$ cat src/rtl/sprite_pkg.sv
// sprite_pkg: shared types and constants for the sprite blitter.
// Holds the FSM state enum, default screen size, colour constants and
// small elaboration-time helpers used for port widths and frame clamping.
package sprite_pkg;

  typedef enum logic [1:0] {
    ST_IDLE  = 2'd0,
    ST_DRAW  = 2'd1,
    ST_FLUSH = 2'd2,
    ST_DONE  = 2'd3
  } state_t;

  localparam int DEFAULT_SCREEN_W   = 320;
  localparam int DEFAULT_SCREEN_H   = 240;

  localparam int COLOUR_BLACK       = 0;
  localparam int DEFAULT_TRANSP_KEY = COLOUR_BLACK;

  // Bit width needed to index v items, never less than one bit.
  function automatic int clog2_min1(input int v);
    return (v > 1) ? $clog2(v) : 1;
  endfunction

  // Out-of-range frame requests fall back to the last stored frame.
  function automatic int clamp_frame(input int sel, input int frames);
    return (sel >= frames) ? (frames - 1) : sel;
  endfunction

endpackage

$ cat src/rtl/sprite_scan_counter.sv
// sprite_scan_counter: raster pixel counter for one sprite frame.
// Walks (px, py) across SPR_W x SPR_H in scan order, flags the last pixel,
// and forms the ROM address frame*SPR_W*SPR_H + py*SPR_W + px.
module sprite_scan_counter
  import sprite_pkg::*;
#(
  parameter int SPR_W = 16,
  parameter int SPR_H = 16,
  parameter int FS_W  = 2,
  parameter int RA_W  = 10,
  localparam int PX_W = clog2_min1(SPR_W),
  localparam int PY_W = clog2_min1(SPR_H)
) (
  input  logic            clk,
  input  logic            resetn,
  input  logic            clear,
  input  logic            step,
  input  logic [FS_W-1:0] frame,
  output logic [PX_W-1:0] px,
  output logic [PY_W-1:0] py,
  output logic            last,
  output logic [RA_W-1:0] addr
);

  localparam int N_PIX = SPR_W * SPR_H;

  logic [PX_W-1:0] px_r;
  logic [PY_W-1:0] py_r;
  logic            px_end_s;
  logic            py_end_s;

  assign px_end_s = (px_r == PX_W'(SPR_W - 1));
  assign py_end_s = (py_r == PY_W'(SPR_H - 1));
  assign last     = px_end_s & py_end_s;
  assign px       = px_r;
  assign py       = py_r;

  // Counter: restart on a new request, advance in raster order once per draw cycle.
  always_ff @(posedge clk) begin
    if (!resetn) begin
      px_r <= {PX_W{1'b0}};
      py_r <= {PY_W{1'b0}};
    end else if (clear) begin
      px_r <= {PX_W{1'b0}};
      py_r <= {PY_W{1'b0}};
    end else if (step) begin
      if (px_end_s) begin
        px_r <= {PX_W{1'b0}};
        py_r <= py_end_s ? {PY_W{1'b0}} : (py_r + PY_W'(1));
      end else begin
        px_r <= px_r + PX_W'(1);
      end
    end else begin
      px_r <= px_r;
      py_r <= py_r;
    end
  end

  // Address: frame base plus raster offset, combinational so ROM sees it this cycle.
  always_comb begin
    addr = (RA_W'(frame) * RA_W'(N_PIX)) + (RA_W'(py_r) * RA_W'(SPR_W)) + RA_W'(px_r);
  end

endmodule

$ cat src/rtl/sprite_blitter.sv
// sprite_blitter: streams one sprite frame from a synchronous ROM into
// framebuffer writes, one pixel per clock, clipping at the screen edge.
// Optional macro SPRITE_TRANSPARENCY_EN suppresses writes of TRANSP_KEY pixels.
module sprite_blitter
  import sprite_pkg::*;
#(
  parameter int X_W        = 9,
  parameter int Y_W        = 8,
  parameter int COLOUR_W   = 3,
  parameter int SPR_W      = 16,
  parameter int SPR_H      = 16,
  parameter int FRAMES     = 4,
  parameter int SCREEN_W   = DEFAULT_SCREEN_W,
  parameter int SCREEN_H   = DEFAULT_SCREEN_H,
  parameter int TRANSP_KEY = DEFAULT_TRANSP_KEY,
  localparam int FS_W      = clog2_min1(FRAMES),
  localparam int RA_W      = clog2_min1(FRAMES * SPR_W * SPR_H)
) (
  input  logic                clk,
  input  logic                resetn,
  input  logic                plot,
  input  logic [X_W-1:0]      x_in,
  input  logic [Y_W-1:0]      y_in,
  input  logic [FS_W-1:0]     frame_sel,
  output logic [RA_W-1:0]     rom_addr,
  input  logic [COLOUR_W-1:0] rom_data,
  output logic [X_W-1:0]      x_out,
  output logic [Y_W-1:0]      y_out,
  output logic [COLOUR_W-1:0] colour_out,
  output logic                writeEn,
  output logic                busy,
  output logic                done
);

  localparam int PX_W = clog2_min1(SPR_W);
  localparam int PY_W = clog2_min1(SPR_H);

`ifdef SPRITE_TRANSPARENCY_EN
  localparam bit TRANSP_ON = 1'b1;
`else
  localparam bit TRANSP_ON = 1'b0;
`endif

  state_t              state_r;
  state_t              next_state_s;
  logic                flush_cnt_r;
  logic                start_s;
  logic                drawing_s;
  logic                busy_s;
  logic                done_s;

  logic [X_W-1:0]      x0_r;
  logic [Y_W-1:0]      y0_r;
  logic [FS_W-1:0]     frame_r;
  logic [FS_W-1:0]     frame_clamp_s;

  logic [PX_W-1:0]     px_s;
  logic [PY_W-1:0]     py_s;
  logic                last_s;

  logic [X_W:0]        sx_s;
  logic [Y_W:0]        sy_s;
  logic                vis_s;
  logic [X_W-1:0]      s1_x_r;
  logic [Y_W-1:0]      s1_y_r;
  logic                s1_valid_r;
  logic                s1_vis_r;
  logic                key_drop_s;

  logic [X_W-1:0]      x_out_r;
  logic [Y_W-1:0]      y_out_r;
  logic [COLOUR_W-1:0] colour_out_r;
  logic                we_r;

  sprite_scan_counter #(
    .SPR_W (SPR_W),
    .SPR_H (SPR_H),
    .FS_W  (FS_W),
    .RA_W  (RA_W)
  ) u_scan (
    .clk    (clk),
    .resetn (resetn),
    .clear  (start_s),
    .step   (drawing_s),
    .frame  (frame_r),
    .px     (px_s),
    .py     (py_s),
    .last   (last_s),
    .addr   (rom_addr)
  );

  // FSM state register plus the two-cycle flush timer.
  always_ff @(posedge clk) begin
    if (!resetn) begin
      state_r     <= ST_IDLE;
      flush_cnt_r <= 1'b0;
    end else begin
      state_r     <= next_state_s;
      flush_cnt_r <= (state_r == ST_FLUSH) ? ~flush_cnt_r : 1'b0;
    end
  end

  // FSM next-state: draw until the last pixel is issued, flush two cycles, pulse done.
  always_comb begin
    next_state_s = state_r;
    case (state_r)
      ST_IDLE:  next_state_s = plot ? ST_DRAW : ST_IDLE;
      ST_DRAW:  next_state_s = last_s ? ST_FLUSH : ST_DRAW;
      ST_FLUSH: next_state_s = flush_cnt_r ? ST_DONE : ST_FLUSH;
      ST_DONE:  next_state_s = ST_IDLE;
      default:  next_state_s = ST_IDLE;
    endcase
  end

  // FSM outputs: request acceptance, draw enable, busy and done decode.
  always_comb begin
    start_s   = 1'b0;
    drawing_s = 1'b0;
    busy_s    = 1'b1;
    done_s    = 1'b0;
    case (state_r)
      ST_IDLE: begin
        busy_s  = 1'b0;
        start_s = plot;
      end
      ST_DRAW:  drawing_s = 1'b1;
      ST_FLUSH: busy_s    = 1'b1;
      ST_DONE:  done_s    = 1'b1;
      default:  busy_s    = 1'b0;
    endcase
  end

  assign busy = busy_s;
  assign done = done_s;

  // Frame clamp: an out-of-range request draws the last stored frame.
  always_comb begin
    frame_clamp_s = FS_W'(clamp_frame(int'(frame_sel), FRAMES));
  end

  // Request latch: position and frame captured only when a plot is accepted.
  always_ff @(posedge clk) begin
    if (!resetn) begin
      x0_r    <= {X_W{1'b0}};
      y0_r    <= {Y_W{1'b0}};
      frame_r <= {FS_W{1'b0}};
    end else if (start_s) begin
      x0_r    <= x_in;
      y0_r    <= y_in;
      frame_r <= frame_clamp_s;
    end else begin
      x0_r    <= x0_r;
      y0_r    <= y0_r;
      frame_r <= frame_r;
    end
  end

  // Target coordinates one bit wider than the inputs so edge sums never wrap.
  always_comb begin
    sx_s  = (X_W+1)'(x0_r) + (X_W+1)'(px_s);
    sy_s  = (Y_W+1)'(y0_r) + (Y_W+1)'(py_s);
    vis_s = (sx_s < (X_W+1)'(SCREEN_W)) && (sy_s < (Y_W+1)'(SCREEN_H));
  end

  // Key test on the ROM word arriving this cycle; constant false without the macro.
  always_comb begin
    key_drop_s = TRANSP_ON && (rom_data == COLOUR_W'(TRANSP_KEY));
  end

  // Stage 1: coordinates and visibility aligned with the ROM read latency.
  always_ff @(posedge clk) begin
    if (!resetn) begin
      s1_valid_r <= 1'b0;
      s1_vis_r   <= 1'b0;
      s1_x_r     <= {X_W{1'b0}};
      s1_y_r     <= {Y_W{1'b0}};
    end else begin
      s1_valid_r <= drawing_s;
      s1_vis_r   <= vis_s;
      s1_x_r     <= sx_s[X_W-1:0];
      s1_y_r     <= sy_s[Y_W-1:0];
    end
  end

  // Output stage: register the write; data fields only move on valid pixels.
  always_ff @(posedge clk) begin
    if (!resetn) begin
      we_r         <= 1'b0;
      x_out_r      <= {X_W{1'b0}};
      y_out_r      <= {Y_W{1'b0}};
      colour_out_r <= {COLOUR_W{1'b0}};
    end else begin
      we_r <= s1_valid_r & s1_vis_r & ~key_drop_s;
      if (s1_valid_r) begin
        x_out_r      <= s1_x_r;
        y_out_r      <= s1_y_r;
        colour_out_r <= rom_data;
      end else begin
        x_out_r      <= x_out_r;
        y_out_r      <= y_out_r;
        colour_out_r <= colour_out_r;
      end
    end
  end

  assign writeEn    = we_r;
  assign x_out      = x_out_r;
  assign y_out      = y_out_r;
  assign colour_out = colour_out_r;

endmodule

$ cat config.mk
export PLATFORM = sky130hd
export DESIGN_NAME = sprite_blitter
export DESIGN_NICKNAME = d
export VERILOG_FILES = /design/src/rtl/sprite_pkg.sv /design/src/rtl/sprite_scan_counter.sv /design/src/rtl/sprite_blitter.sv
export SDC_FILE = /design/constraint.sdc
export NUM_CORES = 1
export LEC_CHECK = 0
export BUFFER_PORTS_ARGS = -buffer_cell sky130_fd_sc_hd__buf_4
export CORE_MARGIN = 2
export CORE_UTILIZATION = 49
export DETAILED_ROUTE_END_ITERATION = 10
export PLACE_DENSITY_LB_ADDON = 0.12
export SYNTH_ARGS = -nofsm -noshare
export SYNTH_HDL_FRONTEND = slang
export SYNTH_SLANG_ARGS = --single-unit
$ cat constraint.sdc
create_clock -name clk -period 1.73 [get_ports clk]
set_input_delay 0.2595 -clock clk [delete_from_list [all_inputs] [get_ports clk]]
set_output_delay 0.2595 -clock clk [all_outputs]
set_load 0.02 [all_outputs]
==> metrics.cfg <==
[outcome]
status = finished, violations left
violations = negative setup slack

[clock_network]
clk_pin_slew_ns = 0.07
cts_tree = yes
numCtsBuffers = 9
clkLatencyLatePin_ns = 0.33
cts_setup_buffers = 0
root_buffer = clkbuf_8
postCtsHoldBufs = 0
h-tree-depth = 3
cts.sinks = 70
cts_buffer_depth = 2

[routing]
drc = 0
drt-initial-drc-count = 122
firstDrtPassIters = 4
via_per_inst = 4.94
wirelength_um = 5910
via_count = 2348
avgRoutedWirePerCell_um = 12.4
drtAntennaViolNets = 0

[final_layout]
final_common_cell = buf_4
final_cell_mix = buf_4 (76), dfxtp_1 (62), nand2_1 (47)
drive_gt1_frac = 0.295
n_antenna_cell = 0
nNetsFinal = 435
fin_cells = 475
finalCoreUtilization = 0.681
syn_to_final_growth_pct = 32.6

[critical_path]
path_cells = ha_4 -> inv_1 -> fa_2 -> nand2b_4 -> a21oi_4 -> nand2_1 -> nor3_1 -> and4bb_1
critPathLaunch = u_scan.px[0]$_SDFFE_PP0P_
critPathRequiredTime_ns = 1.96
rrSetupSlack_ns = -0.04
crit_family = simple AND/OR/NAND/NOR gates
cp.arrival_ns = 1.99
worst_path_largest_cell_delay_ns = 0.36
r2r_end = s1_vis_r$_SDFF_PN0_
reg2reg_depth = 8
path_max_fanout = 5
critical_path_buf_inv_count = 1
worstSetupStartpointType = register
cp-end-kind = register
setup.worst_path.end = s1_vis_r$_SDFF_PN0_
crit-reg2reg-launch = u_scan.px[0]$_SDFFE_PP0P_
cpMaxStageDelayCell = dfxtp_4
critPathKind = register to register
worstSetupPathDepth = 8

[yosys]
postSynthAreaPerCell_um2 = 8.92
synth_edf_count = 0
synth_nets = 360
syn_inst = 323
synth_seq_cells = 70
ys_seq_area_frac = 0.487
syn-cell-area_um2 = 2880
synth.distinct_cells = 38
synth_warnings = 0
synthArstFlopShare = 0
synthFlopType = dfxtp_1

[sta]
setup_viol = 1
period_needed_ns = 1.77
rsz0062_at_grt = true
finalHoldViolCount = 0
max_slew_margin = 0.724
fin_setup_tns_ns = -0.0353
worst_slew_pin_slew_ns = 0.413
fmax_mhz = 566
slew_viol_final = 0
post-route-period-util = 1.02
finClkSkew_ns = 0.00943
layout_setup_ws_ns = -0.0353

[worst_hold_path]
hold_class = primary input to register

[power]
leakage_uw = 0.00163
p_sw_uw = 755
ir_worst_vdd_v = 0.000517
p_comb_frac = 0.092
switching_share = 0.235
pwr-share-clk = 0.377
seqPwrFrac = 0.531
p_per_area_nw_per_um2 = 842
intPower_uw = 2460
total_power_uw = 3210

[place]
portBuffers = 57
pre_cts_slack_ns = -0.0788
hpwl_um = 4410
placedCellCount = 459
gp_congestion = 0.832

[floorplan]
dieArea_um2 = 6510
die_h_um = 80.7
ios = 58
core_area_um2 = 5610
rows = 27
initial_core_util = 0.514
fp.dieW_um = 80.7

[global_route]
grtUsageTotal = 0.201
antenna_found_initial = 0
grt_overflow = 0
grt_pass1_vias = 2232
grt_max_degree = 31
grt_pass1_wl_um = 9960

[run]
maxCapViolations = 0

-- worst min-delay path by stage --
stage | start | endpoint | slack (ns) | depth (start not counted)
2_1_floorplan | x_in[2] | x0_r[2]$_SDFFE_PN0P_ | 0.40 | 2
3_3_place_gp | flush_cnt_r$_SDFF_PN0_ | flush_cnt_r$_SDFF_PN0_ | 0.41 | 1
3_5_place_dp | flush_cnt_r$_SDFF_PN0_ | flush_cnt_r$_SDFF_PN0_ | 0.41 | 1
4_1_cts | x_in[0] | x0_r[0]$_SDFFE_PN0P_ | 0.15 | 3
5_1_grt | y_in[7] | y0_r[7]$_SDFFE_PN0P_ | 0.16 | 3
6_report | x_in[0] | x0_r[0]$_SDFFE_PN0P_ | 0.16 | 3
-- stage by stage --
| stage | hold slack (ns) | instance area (µm²) |
|---|---|---|
| 6_report | 0.162 | 3820 |
| 5_1_grt | 0.165 | 3820 |
| 2_1_floorplan | 0.395 | 2990 |
| 4_1_cts | 0.146 | 3820 |
| 3_3_place_gp | 0.411 | 3620 |
| 3_5_place_dp | 0.411 | 3620 |
-- synthesized netlist by cell type, types with 2 or more instances --
cell,count,area (µm²)
xor2_1,9,78.8
xnor2_1,4,35.0
and2_1,9,56.3
ha_1,10,125
o22ai_1,2,12.5
clkbuf_1,9,33.8
o211ai_1,2,15.0
nand2b_1,3,18.8
nand4_1,4,25.0
nor2_1,45,169
nor3b_1,2,15.0
nand3_1,10,50.1
nor2b_1,3,18.8
a21oi_1,30,150
mux2i_1,21,210
a22oi_1,2,15.0
o21ai_0,2,10.0
buf_2,4,20.0
and3_1,3,18.8
nand2_1,48,180
fa_1,2,40.0
nor3_1,4,20.0
dfxtp_1,70,1400
inv_1,11,41.3
-- state kept, by name (all words and copies together), names as in the netlist, named ones only --
register,count
colour_out,3
x0_r,9
y_out,8
flush_cnt_r,1
frame_r,2
x_out,9
state_r,1
s1_x_r,9
u_scan.py,4
s1_vis_r,1
u_scan.px,4
s1_y_r,8
y0_r,8
s1_valid_r,1
writeEn,1
-- logic make-up (layout without fill, tap and decap cells) --
family / after synthesis / in the layout / synth area share
buf+inv: 25 / 105 / 0.0343
flops: 70 / 70 / 0.487
xor+xnor: 13 / 13 / 0.0395
simple gates: 140 / 140 / 0.227
mux: 22 / 22 / 0.0769
compound gates: 41 / 41 / 0.0786
fa+ha+maj: 12 / 12 / 0.0573
-- tightest hold or removal path: stages --
cell and delay, ns:
buf_4 0.11, nand2_1 0.05, a21oi_1 0.05
-- routing by layer --
metal / part of all wire / global-route usage / vias up
met4: 0.019 / 0.100 / 0
met5: 0 / 0 / -
li1: - / - / 1225
met1: 0.46 / 0.246 / 1055
met2: 0.46 / 0.322 / 57
met3: 0.053 / 0.0573 / 11
-- power groups by stage --
| stage | clock network (µW) | registers, µW | logic, µW |
|---|---|---|---|
| floorplan | 0 | 1750 | 160 |
| global placement | 0 | 1740 | 293 |
| detailed placement | 0 | 1740 | 297 |
| CTS | 1250 | 1700 | 300 |
| global route | 1320 | 1710 | 331 |
| finish | 1210 | 1710 | 297 |
-- timing repair --
action | CTS | global route
pin swaps | 3 | 0
gates cloned | 0 | 0
setup endpoints to repair | 1 | 3
hold endpoints to repair | 0 | 0
resized for setup | 4 | 1
-- cell type report --
class                      instances  area, µm²
clock buffer                      14        174
tap                               72       90.1
inverter                          12       45.0
sequential                        70       1420
multi-input combinational        228       1490
clock inverter                     2       13.8
timing repair buffer              77        591
fill                             486       1790
(Power assumes the default switching activity.)
